### src/rtl/spi_regfile_gen.sv
// spi_regfile_gen: SPI mode-0 peripheral exposing NUM_REGS write-only control
// registers of DATA_W bits each. Frames are MSB first: R/W bit, ADDR_W address
// bits, then DATA_W data bits. All SPI pins are oversampled on clk.
// Optional feature macro: SPI_READBACK_EN builds the CIPO read-back path;
// without it, read frames are only length-checked and cipo/cipo_oe stay 0.
module spi_regfile_gen #(
   parameter int NUM_REGS = 5,
   parameter int ADDR_W   = 7,
   parameter int DATA_W   = 8
) (
   input  logic                         clk,
   input  logic                         rst_n,
   input  logic                         sclk,
   input  logic                         copi,
   input  logic                         ncs,
   output logic                         cipo,
   output logic                         cipo_oe,
   output logic [NUM_REGS*DATA_W-1:0]   regs_flat,
   output logic                         wr_strobe,
   output logic [ADDR_W-1:0]            wr_addr,
   output logic                         frame_err,
   output logic [7:0]                   err_cnt
);

   localparam int FRAME_W = 1 + ADDR_W + DATA_W;
   localparam int CNT_W   = $clog2(FRAME_W + 1);
   localparam logic [CNT_W-1:0] CNT_FULL = CNT_W'(FRAME_W);
   // Bits already held when the last address bit arrives
   localparam logic [CNT_W-1:0] CNT_CMD  = CNT_W'(ADDR_W);

   typedef enum logic [2:0] {
      S_IDLE,
      S_CMD,
      S_DATA,
      S_RDATA,
      S_OVERRUN,
      S_EVAL
   } state_t;

`ifdef SPI_READBACK_EN
   localparam state_t RD_NEXT = S_RDATA;
`else
   // Read frames still run through the data phase so they get length-checked
   localparam state_t RD_NEXT = S_DATA;
`endif

   // Synchronisers
   logic [2:0] sclk_q;
   logic [1:0] copi_q;
   logic [1:0] ncs_q;
   logic       ncs_prev_q;

   logic sclk_rise, ncs_rise, ncs_fall, copi_s;

   // Frame state
   state_t                           state_q, state_d;
   logic [CNT_W-1:0]                 cnt_q, cnt_d;
   logic [ADDR_W-1:0]                cmd_q, cmd_d;
   logic [ADDR_W:0]                  cmd_full;
   logic [DATA_W-1:0]                data_q, data_d;
   logic                             rw_q, rw_d;
   logic                             ovr_q, ovr_d;
   logic                             frame_full, addr_ok;

   // Outputs
   logic [NUM_REGS-1:0][DATA_W-1:0]  regs_q, regs_d;
   logic                             wr_strobe_q, wr_strobe_d;
   logic [ADDR_W-1:0]                wr_addr_q, wr_addr_d;
   logic                             frame_err_q, frame_err_d;
   logic [7:0]                       err_cnt_q, err_cnt_d;

   // Oversample the asynchronous SPI pins; ncs idles high
   always_ff @(posedge clk or negedge rst_n) begin
      if (!rst_n) begin
         sclk_q     <= '0;
         copi_q     <= '0;
         ncs_q      <= 2'b11;
         ncs_prev_q <= 1'b1;
      end else begin
         sclk_q     <= {sclk_q[1:0], sclk};
         copi_q     <= {copi_q[0], copi};
         ncs_q      <= {ncs_q[0], ncs};
         ncs_prev_q <= ncs_q[1];
      end
   end

   assign sclk_rise = sclk_q[1] & ~sclk_q[2];
   assign ncs_rise  = ncs_q[1] & ~ncs_prev_q;
   assign ncs_fall  = ~ncs_q[1] & ncs_prev_q;
   assign copi_s    = copi_q[1];

   // State, shift registers, register bank and status outputs
   always_ff @(posedge clk or negedge rst_n) begin
      if (!rst_n) begin
         state_q     <= S_IDLE;
         cnt_q       <= '0;
         cmd_q       <= '0;
         data_q      <= '0;
         rw_q        <= 1'b0;
         ovr_q       <= 1'b0;
         regs_q      <= '0;
         wr_strobe_q <= 1'b0;
         wr_addr_q   <= '0;
         frame_err_q <= 1'b0;
         err_cnt_q   <= '0;
      end else begin
         state_q     <= state_d;
         cnt_q       <= cnt_d;
         cmd_q       <= cmd_d;
         data_q      <= data_d;
         rw_q        <= rw_d;
         ovr_q       <= ovr_d;
         regs_q      <= regs_d;
         wr_strobe_q <= wr_strobe_d;
         wr_addr_q   <= wr_addr_d;
         frame_err_q <= frame_err_d;
         err_cnt_q   <= err_cnt_d;
      end
   end

   // Frame FSM: bit shifting, frame evaluation and commit
   always_comb begin
      state_d     = state_q;
      cnt_d       = cnt_q;
      cmd_d       = cmd_q;
      data_d      = data_q;
      rw_d        = rw_q;
      ovr_d       = ovr_q;
      regs_d      = regs_q;
      wr_strobe_d = 1'b0;
      wr_addr_d   = wr_addr_q;
      frame_err_d = 1'b0;
      err_cnt_d   = err_cnt_q;
      cmd_full    = {cmd_q, copi_s};
      frame_full  = (cnt_q == CNT_FULL);
      addr_ok     = (int'(cmd_q) < NUM_REGS);

      // A new ncs falling edge during EVAL abandons the frame unevaluated
      if (state_q == S_EVAL && !ncs_fall) begin
         if (ovr_q || (cnt_q != '0 && !frame_full) || (frame_full && !addr_ok)) begin
            frame_err_d = 1'b1;
            if (err_cnt_q != 8'hFF)
               err_cnt_d = err_cnt_q + 8'd1;
         end else if (frame_full && rw_q) begin
            for (int i = 0; i < NUM_REGS; i++)
               if (int'(cmd_q) == i)
                  regs_d[i] = data_q;
            wr_strobe_d = 1'b1;
            wr_addr_d   = cmd_q;
         end
      end

      // ncs edges take priority over any sclk edge seen in the same cycle
      if (ncs_fall) begin
         state_d = S_CMD;
         cnt_d   = '0;
         cmd_d   = '0;
         data_d  = '0;
         rw_d    = 1'b0;
         ovr_d   = 1'b0;
      end else if (ncs_rise && state_q != S_IDLE && state_q != S_EVAL) begin
         state_d = S_EVAL;
      end else begin
         case (state_q)
            S_CMD: begin
               if (sclk_rise) begin
                  cnt_d = cnt_q + CNT_W'(1);
                  cmd_d = cmd_full[ADDR_W-1:0];
                  if (cnt_q == CNT_CMD) begin
                     rw_d    = cmd_full[ADDR_W];
                     state_d = cmd_full[ADDR_W] ? S_DATA : RD_NEXT;
                  end
               end
            end
            S_DATA, S_RDATA: begin
               if (sclk_rise) begin
                  if (frame_full) begin
                     state_d = S_OVERRUN;
                     ovr_d   = 1'b1;
                  end else begin
                     cnt_d  = cnt_q + CNT_W'(1);
                     data_d = DATA_W'({data_q, copi_s});
                  end
               end
            end
            S_EVAL:  state_d = S_IDLE;
            default: ;
         endcase
      end
   end

   assign regs_flat = regs_q;
   assign wr_strobe = wr_strobe_q;
   assign wr_addr   = wr_addr_q;
   assign frame_err = frame_err_q;
   assign err_cnt   = err_cnt_q;

`ifdef SPI_READBACK_EN
   logic              sclk_fall;
   logic [DATA_W-1:0] rd_val;
   logic [DATA_W-1:0] rd_shift_q, rd_shift_d;
   logic              oe_q, oe_d;
   logic              cipo_q, cipo_d;

   assign sclk_fall = ~sclk_q[1] & sclk_q[2];

   // Read-out shifter: load on the first sclk fall after the address, shift on later falls
   always_comb begin
      rd_val = '0;
      for (int i = 0; i < NUM_REGS; i++)
         if (int'(cmd_q) == i)
            rd_val = regs_q[i];
      rd_shift_d = rd_shift_q;
      oe_d       = oe_q;
      if (state_q == S_RDATA && sclk_fall) begin
         if (!oe_q) begin
            rd_shift_d = rd_val;
            oe_d       = 1'b1;
         end else begin
            rd_shift_d = rd_shift_q << 1;
         end
      end
      if (state_d != S_RDATA)
         oe_d = 1'b0;
      cipo_d = oe_d & rd_shift_d[DATA_W-1];
   end

   // Read-out registers
   always_ff @(posedge clk or negedge rst_n) begin
      if (!rst_n) begin
         rd_shift_q <= '0;
         oe_q       <= 1'b0;
         cipo_q     <= 1'b0;
      end else begin
         rd_shift_q <= rd_shift_d;
         oe_q       <= oe_d;
         cipo_q     <= cipo_d;
      end
   end

   assign cipo    = cipo_q;
   assign cipo_oe = oe_q;
`else
   assign cipo    = 1'b0;
   assign cipo_oe = 1'b0;
`endif

endmodule

### config.mk
export PLATFORM = sky130hd
export DESIGN_NAME = spi_regfile_gen
export DESIGN_NICKNAME = d
export VERILOG_FILES = /design/src/rtl/spi_regfile_gen.sv
export SDC_FILE = /design/constraint.sdc
export NUM_CORES = 1
export LEC_CHECK = 0
export ABC_AREA = 1
export ABC_CLOCK_PERIOD_IN_PS = 3700
export CAP_MARGIN = 20
export CORE_MARGIN = 2
export CORE_UTILIZATION = 58
export CTS_CLUSTER_DIAMETER = 50
export DETAILED_ROUTE_END_ITERATION = 8
export PLACE_DENSITY_LB_ADDON = 0.25
export REMOVE_ABC_BUFFERS = 1
export SYNTH_ARGS = -nofsm -noshare
export SYNTH_HDL_FRONTEND = slang
export SYNTH_SLANG_ARGS = --single-unit
### constraint.sdc
create_clock -name clk -period 3.7 [get_ports clk]
set_input_delay 0.925 -clock clk [delete_from_list [all_inputs] [get_ports clk]]
set_output_delay 0.925 -clock clk [all_outputs]
set_load 0.01 [all_outputs]
; ---- Yosys cells after proc, flatten, opt, wreduce, memory -nomap -nowiden
; Cells that the tools add are included.
[word_totals]
regBits = 90
input_bits = 5
out_inout_bits = 59
word_cells = 122
[op_classes]
addsub = 2
magnitude_cmp = 1
n_eq_ne = 21
n_mux = 37
bitwise_logic = 7
reduce_logical = 35
[ops]
columns = op, count
row1 = 8-bit two-way mux, 5
row2 = 4-bit AND reduction, 8
row3 = 7-bit two-way mux, 4
row4 = 5-bit two-way mux, 5
row5 = 3-bit two-way mux, 6
row6 = "4-bit != test, second input constant", 4
row7 = 1-bit two-way mux, 15
row8 = "7-bit by 3-bit equality test with 1-bit output, second input constant", 2
row9 = "3-bit != test, second input constant", 4
row10 = 5-bit case mux with 2 select lines, 1
row11 = 5-bit AND reduction, 2
row12 = 2-bit nonzero test, 5
row13 = 5-bit nonzero test, 2
row14 = 3-bit case mux with 3 select lines, 1
row15 = 3-bit AND reduction, 3
row16 = "8-bit by 1-bit adder with 8-bit output, second input constant", 1
row17 = "8-bit != test, second input constant", 1
row18 = "7-bit by 2-bit equality test with 1-bit output, second input constant", 1
row19 = "7-bit by 4-bit equality test with 1-bit output, second input constant", 1
row20 = 7-bit zero test, 1
row21 = "7-bit by 3-bit less-than comparator with 1-bit output, second input constant", 1
row22 = "3-bit by 2-bit equality test with 1-bit output, second input constant", 2
row23 = 1-bit logical AND, 6
row24 = 3-bit nonzero test, 2
row25 = other kinds (11), 20

; ---- Depth between registers and ports, before layout
; Gate-level depths: netlist of run 1.
[logic_depth]
depth_word = 7
mapped_depth = 11
ltp_nobuf = 11

; ---- Worst setup path before layout of run 1
; OpenSTA, ideal clock, no wires.
[synth_timing]
kind = reg2reg
start = reg cnt_q[0]
end = reg regs_q (netlist bit regs_flat[0])
setup_time_ps = 117
t_arrival_ps = 1503
required_time_ps = 3583
slack_ps = 2080
path_stages_with_launch = 8
path_buffers = 0
period_less_slack_ps = 1620
cell_sequence = dfrtp_1 > inv_1 > ha_1 > nand4_4 > nor3_4 > nand2_4 > nand2_1 > nand2_1
[synth_between]
elab_chain_cells = 7
[synth_rtl]
columns = element, line
row1 = start: declaration, 57  ; logic [CNT_W-1:0] cnt_q, cnt_d;
row2 = start signal: assignment, 108  ; cnt_q <= cnt_d;
row3 = 5-bit equality test, 135  ; frame_full = (cnt_q == CNT_FULL);
row4 = 1-bit zero test, 140  ; if (ovr_q || (cnt_q != '0 && !frame_full) || (frame_full && !addr_ok)) begin
row5 = 1-bit logical AND, 140
row6 = 1-bit logical OR (2 in a row), 140
row7 = 1-bit NOT (no line), --
row8 = 4-bit AND reduction (no line) (*), --
row9 = end signal: assignment, 113  ; regs_q <= regs_d;
row10 = end: declaration, 66  ; logic [NUM_REGS-1:0][DATA_W-1:0] regs_q, regs_d;
; Mark *: on every way between the ends. The rest lies on a longest branch, timed or not.
; A chain may end at the register's enable or synchronous reset.

; ---- Final worst setup path of run 1
[layout_timing]
start = reg err_cnt_q[0] (netlist: err_cnt[0])
end = out err_cnt[0]
[layout_rtl]
columns = element, line
row1 = start: declaration, 70  ; logic [7:0] err_cnt_q, err_cnt_d;
row2 = start signal: assignment, 117  ; err_cnt_q <= err_cnt_d;
row3 = end: declaration, 22  ; output logic [7:0] err_cnt
; No word-level cell between the ends.

==> metrics, run 1 <==
Clock Latency Late Sink 350 ps; Reg clk slew, reported paths 90 ps; # port buffers 61; Post-synth EDFFs 0; drt drc 0; hold path start ncs_q[0]; area fraction of the dominant cell type after synthesis 53.4%; crit path max fanout 5; # rows 30; fmax 434 MHz; RSZ-0062 raised after global routing false; postcts setup bufs 0; die width 87.8 um; Final ANT Viol Nets 0; Critical Path Source err_cnt[0]; Area growth, synth to finish 20.9%; WP data required 2770 ps; IO Pins 64; total global routing track utilization 22.7%; Clock Sinks 90; antenna cells 0; Synth cell types 36; share of post-route cells with drive strength above 1 10.0%; Sequential cell area 2260 sq um; syn_area_per_cell 8.98 sq um; Num CTS Buffers 9; status finished, final reports clean; Peak supply drop 0.379 mV; CP max stage delay 570 ps; HPWL Detailed 5640 um; H-tree lvl count 3; setup ws final 1400 ps; Setup TNS Final 0 ps; first-pass GRT wire length 13,500 um; largest net degree at the start of global routing 91; Crit Path Class reg -> out; power density over the cells 535 nW/um^2; first drt pass iteration count 4; Final Cycle Share 62.3%; WL final 8250 um; WHS 359 ps; Cells after Synth 454; Slew HR 64.3%; class of the worst hold path reg -> reg; Worst EP arrival 1380 ps; Synth Cell Area 4080 sq um; Hold Buf Count CTS 0; reg-to-reg critical path startpoint ncs_q[1]; Synth Flop Type dfrtp_1; die area 7720 sq um; Initial Util 60.0%; Setup violations, final 0; Setup crit end kind output pin; initial antenna violation count 0; worst slew pin tran 536 ps; footprint of the multi-input gates 1570 sq um; ranking of synthesized cells by area dfrtp_1 53%, nand2_1 14%, nand3_1 6.9%; largest area contributor in the netlist dfrtp_1; Power Total 2.64 mW; DR vias 3,169; Reg2Reg Setup Slack 1420 ps; Post-Place Worst Slack 1430 ps; top-count cell post-synth nand2_1; slowest stage cell, crit path clkdlybuf4s50_1; asr flop ratio synth 100%; min Tclk post-route 2300 ps; 1st-iter DRT viols 211; gpl congestion 0.832; #FFs+latches synth 90; Hold Vio Cnt, Final 0; count of warnings emitted by yosys 0; Root Buffer clkbuf_8; CTS tree yes; GR Overflow Total 0; maxcap violations 0; clk buf depth 2; most common library cells after synthesis 152 x nand2_1, 87 x dfrtp_1, 56 x nand3_1; sequential area share after synthesis 55.3%; Top delay family on crit path buffers and inverters; core area 6790 sq um; filler cell count 502; Die H 87.8 um; WL per Instance 13.4 um; startpoint class of the critical path register; post_cts resized 0; CP bufs+invs 1; final count of pins violating max slew 0; CP cell instances clkdlybuf4s50_1; DR vias/cell 5.15; final net count 522; Layout Skew 10.8 ps; vias in the first global route 2,917; Leak 2.46 nW
==> cell families (layout without fill, tap and decap cells) <==
family                     after synthesis  in the layout  synth area share [%]
other                                    1              2                0.0920
buffers and inverters                   53            117                  6.38
and+or+nand+nor                        266            266                  31.4
DFF                                     90             90                  55.3
xor gates and xnor gates                 6              6                  1.29
adders and majority gates                3              3                 0.921
AOI/OAI and AO/OA                       35             35                  4.63
==> registers in the layout (all words and copies together), names as in the netlist <==
signal and cells:
data_q 8, regs_flat 40, cmd_q 7, wr_strobe 1
ovr_q 1, sclk_q 3, frame_err 1, wr_addr 7
err_cnt 8, rw_q 1, ncs_prev_q 1, ncs_q 2
copi_q 2, cnt_q 5, state_q 3
==> metrics by stage <==
step,instances,cell area (sq um),utilization (%)
after global routing,615,4930,72.6
after CTS,614,4900,72.2
after global placement,598,4700,69.2
after floorplan,441,3970,-
final,615,4930,72.6
after detailed placement,598,4700,69.2
==> final cells by class <==
class                           count  area share (%)
Multi-Input combinational cell    312            31.8
Clock inverter                      7            1.57
Tap cell                           96            2.44
Sequential cell                    90            45.8
Clock buffer                        9            2.51
Inverter                           39            3.07
Timing Repair Buffer               62            12.9
==> worst paths after layout <==
path,depth (start not counted),to
worst max-delay path,1,err_cnt[0]
worst min-delay path,0,ncs_q[1]
worst max register to register,9,regs_flat[24]
worst min register to register,0,ncs_q[1]
max in group asynchronous,2,regs_flat[37]
min in group asynchronous,1,err_cnt[3]
==> metal layers <==
layer  global-route usage [%]  wire (um)
met5                        0          0
met4                     5.17         62
met3                     4.62        233
met2                     37.1       4100
met1                     31.6       3850
==> cells in the final DEF, fill, tap and decap left out, types with 2 or more instances in the layout <==
cell	Yosys	final
nor2_1	17	17
nand2_2	7	7
nand3_2	4	4
nor2_4	3	3
clkdlybuf4s50_1	0	60
clkinv_4	1	3
nand2_1	152	152
inv_1	36	36
clkbuf_8	1	9
conb_1	1	2
a21oi_1	3	3
nor3_4	2	2
nand3_1	56	56
nand4_1	13	13
xnor2_1	5	5
ha_1	3	3
dfrtp_1	87	87
inv_6	0	2
dfstp_2	3	3
inv_2	2	2
nand2_4	2	2
o21ai_0	30	30
nor2_2	3	3
==> power by group <==
part,internal [mW],switching [mW]
clock,0.318,0.357
combinational,0.231,0.439
sequential,1.10,0.191
Note: power is estimated with default switching activity, not from simulation.
==> run 2, diff against run 1 <==
Settings changed: ABC_CLOCK_PERIOD_IN_PS 3700 to 2400, CORE_UTILIZATION 58 to 54.
Clock period 3.7 ns to 2.4 ns, I/O delays scaled along.
==> metrics, run 2 (synthesis gave the netlist of run 1 again) <==
die width 90.9 um; Setup violations, final 0; RSZ-0062 raised after global routing false; HPWL Detailed 6060 um; total global routing track utilization 22.1%; first drt pass iteration count 5; CTS tree yes; Non-Filler Instances 620; crit path max fanout 5; gpl congestion 0.834; largest net degree at the start of global routing 36; 1st-iter DRT viols 221; Hold Vio Cnt, Final 0; status finished, final reports clean; Final ANT Viol Nets 0; WP data required 1800 ps; Clock Sinks 90; class of the worst hold path in -> async; Initial Util 55.9%; H-tree lvl count 3; Reg clk slew, reported paths 90 ps; Worst R2R Path Depth 9; Layout Skew 10.3 ps; WL final 8560 um; post_cts resized 0; filler cell count 589; share of post-route cells with drive strength above 1 10.4%; startpoint class of the critical path register; WL per Instance 13.8 um; DR vias/cell 5.22; most common cell after layout, fill and taps aside nand2_1; Slew HR 65.2%; CP max stage delay 570 ps; leading cell types in the layout, fill and taps excluded 152 x nand2_1, 87 x dfrtp_1, 60 x clkdlybuf4s50_1, 56 x nand3_1, 36 x inv_1; vias in the first global route 3,101; postcts setup bufs 0; GR Overflow Total 0; Power Total 4.09 mW; reg-to-reg critical path startpoint cnt_q[0]; post-layout util 67.9%; r2r endpoint regs_flat[24]; Leak 2.47 nW; first-pass GRT wire length 14,800 um; critical path depth in cells 1; final net count 524; Hold Buf Count CTS 0; die area 8260 sq um; Die H 90.9 um; # port buffers 61; clk buf depth 2; Crit Path Class reg -> out; maxcap violations 0; Final Cycle Share 81.9%; IO Pins 64; CP cell instances clkdlybuf4s50_1; final count of pins violating max slew 0; antenna cells 0; # rows 31; placed insts 604; max reg flops 40; worst slew pin tran 522 ps; core area 7290 sq um; DR vias 3,234; Worst EP arrival 1370 ps; fmax 509 MHz; Area growth, synth to finish 21.4%; Root Buffer clkbuf_8; Peak supply drop 0.424 mV; Reg2Reg Setup Slack 440 ps; Setup TNS Final 0 ps; Setup crit end kind output pin; initial antenna violation count 0; Num CTS Buffers 9; Clock Latency Late Sink 350 ps; drt drc 0; min Tclk post-route 1970 ps; slowest stage cell, crit path clkdlybuf4s50_1; CP bufs+invs 1; Top delay family on crit path buffers and inverters; power density over the cells 827 nW/um^2
## run 2: cell count changes in the layout (fill, tap and decap cells not counted), sizes merged
| cell | previous run | this run |
|---|---|---|
| buf | 2 | 4 |
| clkbuf | 9 | 10 |
| clkinv | 4 | 3 |
## run 2: report_power, final
part	total, mW	switching (mW)	internal [mW]	leakage (nW)
combinational	1.04	0.683	0.357	1.15
sequential	1.99	0.299	1.69	1.21
clock	1.06	0.539	0.521	0.103
total	4.09	1.52	2.57	2.47
## run 2: layer usage
metal  wire [um]  track usage [%]  vias to the layer above
met5           0                0                        -
met4          70             5.43                        0
met3         432             4.76                        6
met2        4310             36.4                       93
met1        3750             30.1                     1557
li1            -                -                     1578
## run 2: worst max-delay path by stage
stage | from | end | slack (ps)
after floorplan | ncs_q[1] | regs_flat[24] | 470
after global placement | cnt_q[0] | regs_flat[31] | 530
after detailed placement | cnt_q[0] | regs_flat[24] | 430
after CTS | cnt_q[0] | regs_flat[24] | 430
after global routing | cnt_q[0] | regs_flat[27] | 200
final | err_cnt[0] | err_cnt[0] | 430
## run 2: cell type report
cell class                 count  area [sq um]  area share (%)
inverter                      39           151            3.06
sequential                    90          2260            45.6
tap                           99           124            2.50
clock buffer                  10           138            2.78
clock inverter                 6          72.6            1.47
multi-input combinational    312          1570            31.6
timing repair buffer          64           643            13.0
## run 2: per-stage QoR
| stage | setup slack, ps | hold slack (ps) | instance area (sq um) |
|---|---|---|---|
| floorplan | 470 | 304 | 3970 |
| global placement | 526 | 336 | 4740 |
| detailed placement | 427 | 343 | 4740 |
| CTS | 426 | 163 | 4950 |
| global route | 195 | 175 | 4950 |
| finish | 434 | 166 | 4950 |
## run 2: worst register-to-register path, stage by stage (launching register included)
cell and delay (ps):
dfrtp_1 420, inv_1 90, ha_1 270, nand2_2 80, nor2_2 120, nand2_2 130
nor2_8 390, nand2_2 210, nand2_1 110, nand2_1 50
==> run 3, diff against run 2 <==
Settings changed: ABC_CLOCK_PERIOD_IN_PS 2400 to 1950.
Clock period 2.4 ns to 1.95 ns, I/O delays scaled along.
==> metrics, run 3 (synthesis gave the netlist of run 1 again) <==
Die H 90.9 um; Power Total 5.25 mW; CP bufs+invs 1; largest net degree at the start of global routing 40; slowest stage cell, crit path clkdlybuf4s50_1; Hold Buf Count CTS 0; share of post-route cells with drive strength above 1 12.7%; Leak 2.55 nW; CP cell instances clkdlybuf4s50_1; 1st-iter DRT viols 202; Worst EP arrival 1360 ps; first-pass GRT wire length 15,300 um; DR vias/cell 5.19; Final Cycle Share 94.7%; Root Buffer clkbuf_8; Num CTS Buffers 9; # port buffers 61; max reg flops 40; crit path max fanout 5; Setup violations, final 0; Setup TNS Final 0 ps; Top delay family on crit path buffers and inverters; first drt pass iteration count 5; antenna cells 0; CTS tree yes; die width 90.9 um; CP max stage delay 570 ps; drt drc 0; maxcap violations 0; most common cell after layout, fill and taps aside nand2_1; Layout Skew 10.3 ps; WL per Instance 14.4 um; Reg clk slew, reported paths 80 ps; Initial Util 55.9%; WP data required 1460 ps; final net count 539; WL final 9140 um; Hold Vio Cnt, Final 0; IO Pins 64; H-tree lvl count 3; WHS 92.3 ps; GR Overflow Total 0; # rows 31; Clock Sinks 90; leading cell types in the layout, fill and taps excluded 152 x nand2_1, 87 x dfrtp_1, 60 x clkdlybuf4s50_1, 56 x nand3_1, 36 x inv_1; setup ws final 103 ps; status finished, final reports clean; HPWL Detailed 6200 um; Setup crit end kind output pin; final count of pins violating max slew 0; Post-Place Worst Slack 87.3 ps; clk buf depth 2; Final ANT Viol Nets 0; class of the worst hold path in -> async; power density over the cells 1030 nW/um^2; core area 7290 sq um; min Tclk post-route 1850 ps; DR vias 3,297; startpoint class of the critical path register; filler cell count 586; worst slew pin tran 515 ps; Clock Latency Late Sink 360 ps; Area growth, synth to finish 25.2%; initial antenna violation count 0; total global routing track utilization 23.2%; Peak supply drop 0.606 mV; vias in the first global route 3,250; Crit Path Class reg -> out; fmax 541 MHz; die area 8260 sq um; gpl congestion 0.765; Slew HR 65.7%
-- run 3: cell types whose count changed in the layout (fill, tap and decap cells not counted), sizes merged --
| cell | previous run | this run |
|---|---|---|
| buf | 4 | 18 |
| clkinv | 3 | 2 |
| clkbuf | 10 | 12 |
| bufinv | 1 | 2 |
| nor2 | 24 | 25 |
| inv | 40 | 38 |
-- run 3: stage by stage --
| step | std cells | area (sq um) | util, % |
|---|---|---|---|
| 2_1_floorplan | 441 | 3970 | - |
| 3_3_place_gp | 613 | 4810 | 65.9 |
| 3_5_place_dp | 613 | 4810 | 65.9 |
| 4_1_cts | 629 | 5030 | 69.0 |
| 5_1_grt | 635 | 5100 | 70.0 |
| 6_report | 635 | 5100 | 70.0 |
-- run 3: final timing paths --
| check | startpoint | endpoint | slack (ps) | depth (start not counted) |
|---|---|---|---|---|
| max | err_cnt[5] | err_cnt[5] | 100 | 1 |
| min | rst_n | err_cnt[3] | 90 | 1 |
| max reg2reg | ncs_q[1] | regs_flat[32] | 150 | 9 |
| min reg2reg | sclk_q[0] | sclk_q[1] | 350 | 0 |
| max in group asynchronous | rst_n | data_q[2] | 1250 | 2 |
| min in group clk | sclk_q[0] | sclk_q[1] | 350 | 0 |
-- run 3: per-layer routing --
layer  up-vias  GRT usage (%)  wire length, um
met1      1569           30.9             3990
met5         -              0                0
met4         0           8.71              151
li1       1614              -                -
met3        14           4.17              482
met2       100           38.1             4520
-- run 3: layout make-up --
type,count,area (sq um),share of cell area (%)
repair buffers,78,773,15.1
inverters,39,151,2.97
multi-input cells,313,1580,30.9
well taps,99,124,2.43
clock inverters,4,76.3,1.50
clock buffers,12,145,2.84
flip-flops and latches,90,2260,44.2
-- run 3: report_power, final --
part           total (mW)  internal, mW  switching (mW)
logic                1.41         0.489           0.916
clock network        1.41         0.761           0.647
registers            2.43          2.09           0.346
total                5.25          3.34            1.91
-- run 3: what timing repair did --
item / 4_1_cts / 5_1_grt
setup endpoints to repair: 0 / 46
setup buffers: 0 / 5
resized for setup: 0 / 1
